**config.mk**
```make
export PLATFORM = sky130hd
export DESIGN_NAME = lsu_mem_ctrl
export DESIGN_NICKNAME = d
export VERILOG_FILES = /design/src/rtl/lsu_mem_ctrl.sv
export SDC_FILE = /design/constraint.sdc
export NUM_CORES = 1
export LEC_CHECK = 0
export CORE_ASPECT_RATIO = 1.1
export CORE_MARGIN = 10
export CORE_UTILIZATION = 40
export CTS_BUF_LIST = sky130_fd_sc_hd__clkbuf_4
export DETAILED_ROUTE_END_ITERATION = 8
export PLACE_DENSITY = 0.73
export SLEW_MARGIN = 15
export SYNTH_ARGS = -nofsm -noshare
export SYNTH_HDL_FRONTEND = slang
export SYNTH_SLANG_ARGS = --single-unit
```
**constraint.sdc**
```tcl
create_clock -name clk -period 5.6 [get_ports clk]
set_input_delay 1.12 -clock clk [delete_from_list [all_inputs] [get_ports clk]]
set_output_delay 1.12 -clock clk [all_outputs]
set_load 0.01 [all_outputs]
```
**src/rtl/lsu_mem_ctrl.sv**
```systemverilog
// lsu_mem_ctrl: load/store initiator for a word-organised data memory.
//
// The MEM stage issues byte/half/word requests with byte addresses. The
// controller drives the memory's word index. Loads return data that is
// lane-selected and then sign- or zero-extended. The memory has no byte
// enables, so sub-word stores run as read-modify-write.
//
// The memory writes on every cycle with mem_rw=0. For that reason mem_rw
// is a registered output that drops to 0 only for the single ACC cycle of
// a word store and for the WR cycle of a sub-word store.
//
// Optional feature: define LSU_BOUNDS_CHECK_EN to turn out-of-range
// addresses into error responses. When it is undefined, the upper address
// bits are ignored and the word index wraps modulo DEPTH.
//
// Ports:
//   clk, rst        rising-edge clock, asynchronous active-high reset
//   req_valid/ready request handshake; req_ready is high only in IDLE
//   req_we          1 = store, 0 = load
//   req_size        00 byte, 01 half, 10 word, 11 illegal
//   req_unsigned    zero-extend loads
//   req_addr        byte address
//   req_wdata       right-aligned store data
//   resp_valid      one-cycle response pulse
//   resp_err        misaligned / illegal size / out of range
//   resp_rdata      extended load data; 0 for stores and errors
//   mem_rw          1 = read, 0 = write
//   mem_addr        word index
//   mem_wdata       write data to memory
//   mem_rdata       combinational read data from memory

module lsu_mem_ctrl #(
    parameter int unsigned DEPTH = 64,
    parameter int unsigned AW    = 6
) (
    input  logic        clk,
    input  logic        rst,
    input  logic        req_valid,
    output logic        req_ready,
    input  logic        req_we,
    input  logic [1:0]  req_size,
    input  logic        req_unsigned,
    input  logic [31:0] req_addr,
    input  logic [31:0] req_wdata,
    output logic        resp_valid,
    output logic        resp_err,
    output logic [31:0] resp_rdata,
    output logic        mem_rw,
    output logic [31:0] mem_addr,
    output logic [31:0] mem_wdata,
    input  logic [31:0] mem_rdata
);

    localparam logic [1:0] SZ_B = 2'b00;
    localparam logic [1:0] SZ_H = 2'b01;
    localparam logic [1:0] SZ_W = 2'b10;
    localparam logic [1:0] SZ_X = 2'b11;

    typedef enum logic [1:0] {
        IDLE = 2'd0,
        ACC  = 2'd1,
        WR   = 2'd2,
        RESP = 2'd3
    } state_t;

    state_t state;
    state_t state_next;

    // Fields of the accepted request
    logic        we_q;
    logic [1:0]  size_q;
    logic        uns_q;
    logic [1:0]  lane_q;
    logic [31:0] wdata_q;

    // Next values of the registered outputs
    logic        req_ready_d;
    logic        resp_valid_d;
    logic        resp_err_d;
    logic [31:0] resp_rdata_d;
    logic        mem_rw_d;
    logic [31:0] mem_addr_d;
    logic [31:0] mem_wdata_d;

    logic        accept_c;
    logic        align_err_c;
    logic        range_err_c;
    logic        req_err_c;
    logic [31:0] load_c;
    logic [31:0] merge_c;

    assign accept_c = req_valid & req_ready;

    // Request checks on the incoming request, evaluated in IDLE
    always_comb begin
        align_err_c = 1'b0;
        case (req_size)
            SZ_H:    align_err_c = req_addr[0];
            SZ_W:    align_err_c = (req_addr[1:0] != 2'b00);
            SZ_X:    align_err_c = 1'b1;
            default: align_err_c = 1'b0;
        endcase
    end

`ifdef LSU_BOUNDS_CHECK_EN
    // Out-of-range address: upper bits must be zero and the index must be below DEPTH
    assign range_err_c = (req_addr[31:AW+2] != '0) ||
                         ({1'b0, req_addr[AW+1:2]} >= (AW+1)'(DEPTH));
`else
    // The upper bits are ignored, so the index wraps modulo DEPTH
    logic unused_addr_hi;
    assign unused_addr_hi = ^req_addr[31:AW+2];
    assign range_err_c    = 1'b0;
`endif

    assign req_err_c = align_err_c | range_err_c;

    // Load path: pick the lane, then extend it
    always_comb begin
        logic [31:0] sh;
        sh     = 32'h0;
        load_c = mem_rdata;
        case (size_q)
            SZ_B: begin
                sh     = mem_rdata >> {lane_q, 3'b000};
                load_c = uns_q ? {24'h0, sh[7:0]} : {{24{sh[7]}}, sh[7:0]};
            end
            SZ_H: begin
                sh     = mem_rdata >> {lane_q[1], 4'b0000};
                load_c = uns_q ? {16'h0, sh[15:0]} : {{16{sh[15]}}, sh[15:0]};
            end
            default: load_c = mem_rdata;
        endcase
    end

    // Store merge: replace the addressed lane of the word read in ACC
    always_comb begin
        logic [31:0] mask;
        logic [31:0] ins;
        if (size_q == SZ_B) begin
            mask = 32'h0000_00FF << {lane_q, 3'b000};
            ins  = {24'h0, wdata_q[7:0]} << {lane_q, 3'b000};
        end else begin
            mask = 32'h0000_FFFF << {lane_q[1], 4'b0000};
            ins  = {16'h0, wdata_q[15:0]} << {lane_q[1], 4'b0000};
        end
        merge_c = (mem_rdata & ~mask) | ins;
    end

    // State register
    always_ff @(posedge clk or posedge rst) begin
        if (rst) begin
            state <= IDLE;
        end else begin
            state <= state_next;
        end
    end

    // Next-state logic
    always_comb begin
        state_next = state;
        case (state)
            IDLE: if (accept_c) state_next = req_err_c ? RESP : ACC;
            ACC:  state_next = (we_q && (size_q != SZ_W)) ? WR : RESP;
            WR:   state_next = RESP;
            RESP: state_next = IDLE;
            default: state_next = IDLE;
        endcase
    end

    // Output next values; the response fields change only on entry to RESP
    always_comb begin
        req_ready_d  = (state_next == IDLE);
        resp_valid_d = (state_next == RESP);
        resp_err_d   = resp_err;
        resp_rdata_d = resp_rdata;
        mem_rw_d     = 1'b1;
        mem_addr_d   = mem_addr;
        mem_wdata_d  = mem_wdata;
        case (state)
            IDLE: begin
                if (accept_c) begin
                    if (req_err_c) begin
                        resp_err_d   = 1'b1;
                        resp_rdata_d = 32'h0;
                    end else begin
                        mem_addr_d = 32'(req_addr[AW+1:2]);
                        // A word store writes during ACC itself
                        if (req_we && (req_size == SZ_W)) begin
                            mem_rw_d    = 1'b0;
                            mem_wdata_d = req_wdata;
                        end
                    end
                end
            end
            ACC: begin
                if (!we_q) begin
                    resp_err_d   = 1'b0;
                    resp_rdata_d = load_c;
                end else if (size_q == SZ_W) begin
                    resp_err_d   = 1'b0;
                    resp_rdata_d = 32'h0;
                end else begin
                    // mem_wdata serves as the merge register for the WR cycle
                    mem_rw_d    = 1'b0;
                    mem_wdata_d = merge_c;
                end
            end
            WR: begin
                resp_err_d   = 1'b0;
                resp_rdata_d = 32'h0;
            end
            default: ;
        endcase
    end

    // Output and request registers
    always_ff @(posedge clk or posedge rst) begin
        if (rst) begin
            req_ready  <= 1'b1;
            resp_valid <= 1'b0;
            resp_err   <= 1'b0;
            resp_rdata <= 32'h0;
            mem_rw     <= 1'b1;
            mem_addr   <= 32'h0;
            mem_wdata  <= 32'h0;
            we_q       <= 1'b0;
            size_q     <= SZ_B;
            uns_q      <= 1'b0;
            lane_q     <= 2'b00;
            wdata_q    <= 32'h0;
        end else begin
            req_ready  <= req_ready_d;
            resp_valid <= resp_valid_d;
            resp_err   <= resp_err_d;
            resp_rdata <= resp_rdata_d;
            mem_rw     <= mem_rw_d;
            mem_addr   <= mem_addr_d;
            mem_wdata  <= mem_wdata_d;
            if (accept_c) begin
                we_q    <= req_we;
                size_q  <= req_size;
                uns_q   <= req_unsigned;
                lane_q  <= req_addr[1:0];
                wdata_q <= req_wdata;
            end
        end
    end

endmodule

```
==> results.md <==
* Status: complete, no violations
* Multiplexer share of the synthesized area at about a tenth
* Vias/cell at about 5.5
* Async SR Flop Fraction at between 90% and 100%
* Total track usage at between 10% and 20%
* Post-Synth Adder-Cell Area at less than 1%
* Placed cell area at 7030 um^2
* Clock Sinks at approximately 100
* Non-Filler Instances at 851
* Top cells by area, synth: dfrtp_1 44%, mux2_2 9.2%, o41ai_2 4.7%
* Most common cell in the netlist: dfrtp_1
* Total grt overflow at 0
* Vias in the first global route at 4988
* Final Cycle Share at between 50% and 60%
* First-pass GRT wire length at approximately 28000 um
* Worst Tran Pin Value at about 1100 ps
* Top cell type by total area after synthesis: dfrtp_1
* Rows at 44
* Hold EP: resp_rdata[16]$_DFFE_PP0P_
* Worst Path Required at around 6000 ps
* Critical R2R Launch: state[1]$_DFF_PP0_
* Synthesized area per cell at slightly above 10 um^2
* I/O pin total at 203
* Worst Hold Class: register to register
* Chip Height at ~140 um
* Syn. warnings at 0
* Antenna Nets Post-Route at 0
* P per Cell Area at 568 nW/um^2
* Post-route cell area at just over 7000 um^2
* Max_slew headroom at 26.3%
* Initial DRC count at ~490
* Synthesized cell area at ~5500 um^2
* Hold depth at 1
* Maxcap violations at 0
* Mapped Cells at between 500 and 600
* Worst hold path startpoint: resp_rdata[16]$_DFFE_PP0P_
* Post-Synth XOR/XNOR Area at 0%
* Crit-path max FO at 17
* Core Footprint at 13400 um^2
* Synth Area in Simple Gates at between 10% and 20%
* Final setup viols at 0
* Reg2Reg Depth at 8
* Largest net degree at the start of global routing at 78
* Initial antenna violation count at 2
* Crit path kind: primary input to register
* Routability Congestion at between 0.8 and 0.9
* RSZ-0062 raised after global routing: no
* Vias at 4706
* Crit-path cells: clkdlybuf4s50_1 -> a21oi_1 -> o32ai_1 -> nand3b_1 -> o2bb2ai_1
* CTS Root Cell: clkbuf_4
* Post-synth top cells: 96 x dfrtp_1, 52 x nor2_1, 47 x o21ai_0, 45 x mux2_2
* Yosys reg bits at 98
* LEAKAGE at between 2 and 3 nW
* Crit start category: primary input
* Fin. max-slew vios at 0
* Initial Utilization at between 40% and 50%
* Layout cells sized above 1 at approximately 14%
* CP max stage cell: nand3b_1
* Fraction of synthesized cell area taken by the top area cell type at between 40% and 50%
* DRC errors left at 0
* Num CTS Buffers at 9
* Crit path largest cell delay at between 600 and 700 ps
* Reg area at approximately 2500 um^2
* Port buffer count at ~150
* H-tree Lvls at 3
* Die width at 132 um
* Clk buf depth at 2
* Area of the multi-input gates at roughly 2700 um^2
* Synth Flop Type: dfrtp_1
* CTS resizes at 0
* Fmax at around 350 MHz
* CP endpoint kind: register
* CTS clk-pin slew, worst paths at ~140 ps
* Fin. Hold Viols at 0
* Cell variety after synth at between 50 and 60
* Die area at 18900 um^2
* Data arrival, critical path at approximately 3200 ps
* Compound-Gate Fraction of Synth Area at between 20% and 30%
* Final WL at around 18000 um
* Pre-antenna DRT Iters at 5
* Flop-to-flop setup slack at roughly 2700 ps
* Final HPWL from detailed placement at about 14000 um
* Register area share after synthesis at 44.5%
* Worst reg2reg endpoint: mem_wdata[30]$_DFFE_PP0P_
* Main combinational cell family by area after synthesis: compound AO/OA/AOI/OAI gates
* Skew final at 9.31 ps
* Critical Path Start: req_size[0]
* Final TNS setup at 0 ps
* Hold buffers post-CTS at 0
* Post-synth EDFFs at 0
* Worst skew pair latency at between 400 and 500 ps
* Peak VDD IR at between 0.2 and 0.25 mV
* Wire per inst at 21.6 um
* Placed cell count at ~830
* Post-CTS Repair Setup Buffers at 0
* Fin nets at 766
* CTS tree: yes
* # fillers at about 1.2k
* Clock period minus worst slack at just under 3000 ps
* Layout area overhead at 30.7%
## cells in the final DEF, fill, tap and decap left out, types with 3 or more instances in the layout
master           instances
and3b_1                  3
nand2b_1                19
buf_4                    7
o31ai_1                  9
mux2i_1                  6
nor3b_1                 16
conb_1                  26
o2bb2ai_1               17
o21ai_0                 47
nand2_1                 19
nand3_1                  4
a21oi_1                  8
inv_1                   11
a221oi_1                 8
nor2_1                  52
a22o_1                   9
nor2b_1                  4
clkbuf_4                 9
clkdlybuf4s50_1        152
a31oi_1                  9
o41ai_2                 16
a32o_1                   7
bufinv_16                3
mux2_2                  45
dfrtp_1                 96
a22oi_1                 26
## sequential cells by signal (all words and copies together), names as in the netlist, 2 cells and up
register    cells
mem_wdata      32
size_q          2
resp_rdata     32
state           2
wdata_q        16
lane_q          2
mem_addr        6
## report_power, final
part           switching (mW)  internal (mW)  total [mW]
combinational            1.21           1.10        2.31
clock                   0.241          0.222       0.463
sequential              0.279           1.05        1.33
total                    1.73           2.37        4.10
## worst max-delay path: cells and delay by family
kind / cells / cell delay [ps]
AO/OA/AOI/OAI: 3 / 940
AND/OR/NAND/NOR: 1 / 620
buffers and inverters: 1 / 560
## per-layer routing
metal | wire [um] | global-route usage [%] | vias to the layer above
met5 | 0 | 0 | -
met4 | 566 | 8.38 | 0
met3 | 1280 | 5.02 | 29
met2 | 8550 | 29.5 | 187
met1 | 7990 | 23.5 | 2323
li1 | - | - | 2167
## cell type report
cell class / instances / share of cell area [%]
Antenna cell: 2 / 0.0693
Clock buffer: 9 / 0.936
Clock inverter: 7 / 1.49
Inverter: 12 / 0.659
Multi-Input combinational cell: 380 / 37.8
Sequential cell: 98 / 34.0
Tap cell: 184 / 3.19
Timing Repair Buffer: 159 / 21.8
## logic make-up (layout without fill, tap and decap cells)
group,Yosys count,after routing
adders and majority gates,3,3
muxes,53,53
and+or+nand+nor,132,132
buffers and inverters,82,187
other,1,28
AOI/OAI and AO/OA,166,166
DFF,98,98
## worst max path at each step
| stage | end | cells after the start |
|---|---|---|
| 2_1_floorplan | lane_q[0]$_DFFE_PP0P_ | 1 |
| 3_3_place_gp | resp_err$_DFFE_PP0P_ | 5 |
| 3_5_place_dp | resp_err$_DFFE_PP0P_ | 5 |
| 4_1_cts | resp_err$_DFFE_PP0P_ | 5 |
| 5_1_grt | resp_rdata[23]$_DFFE_PP0P_ | 5 |
| 6_report | resp_rdata[17]$_DFFE_PP0P_ | 5 |
## per-stage QoR
| step | util (%) | power, mW | hold WS, ps | worst slack, ps |
|---|---|---|---|---|
| CTS | 53.9 | 4.11 | 510 | 2460 |
| detailed placement | 52.5 | 3.64 | 473 | 1970 |
| floorplan | - | 2.72 | 503 | 1920 |
| global route | 53.9 | 4.38 | 528 | 2490 |
| finish | 53.9 | 4.10 | 507 | 2710 |
| global placement | 52.5 | 3.57 | 473 | 1970 |
No activity file was read; power rests on OpenSTA's default activity.
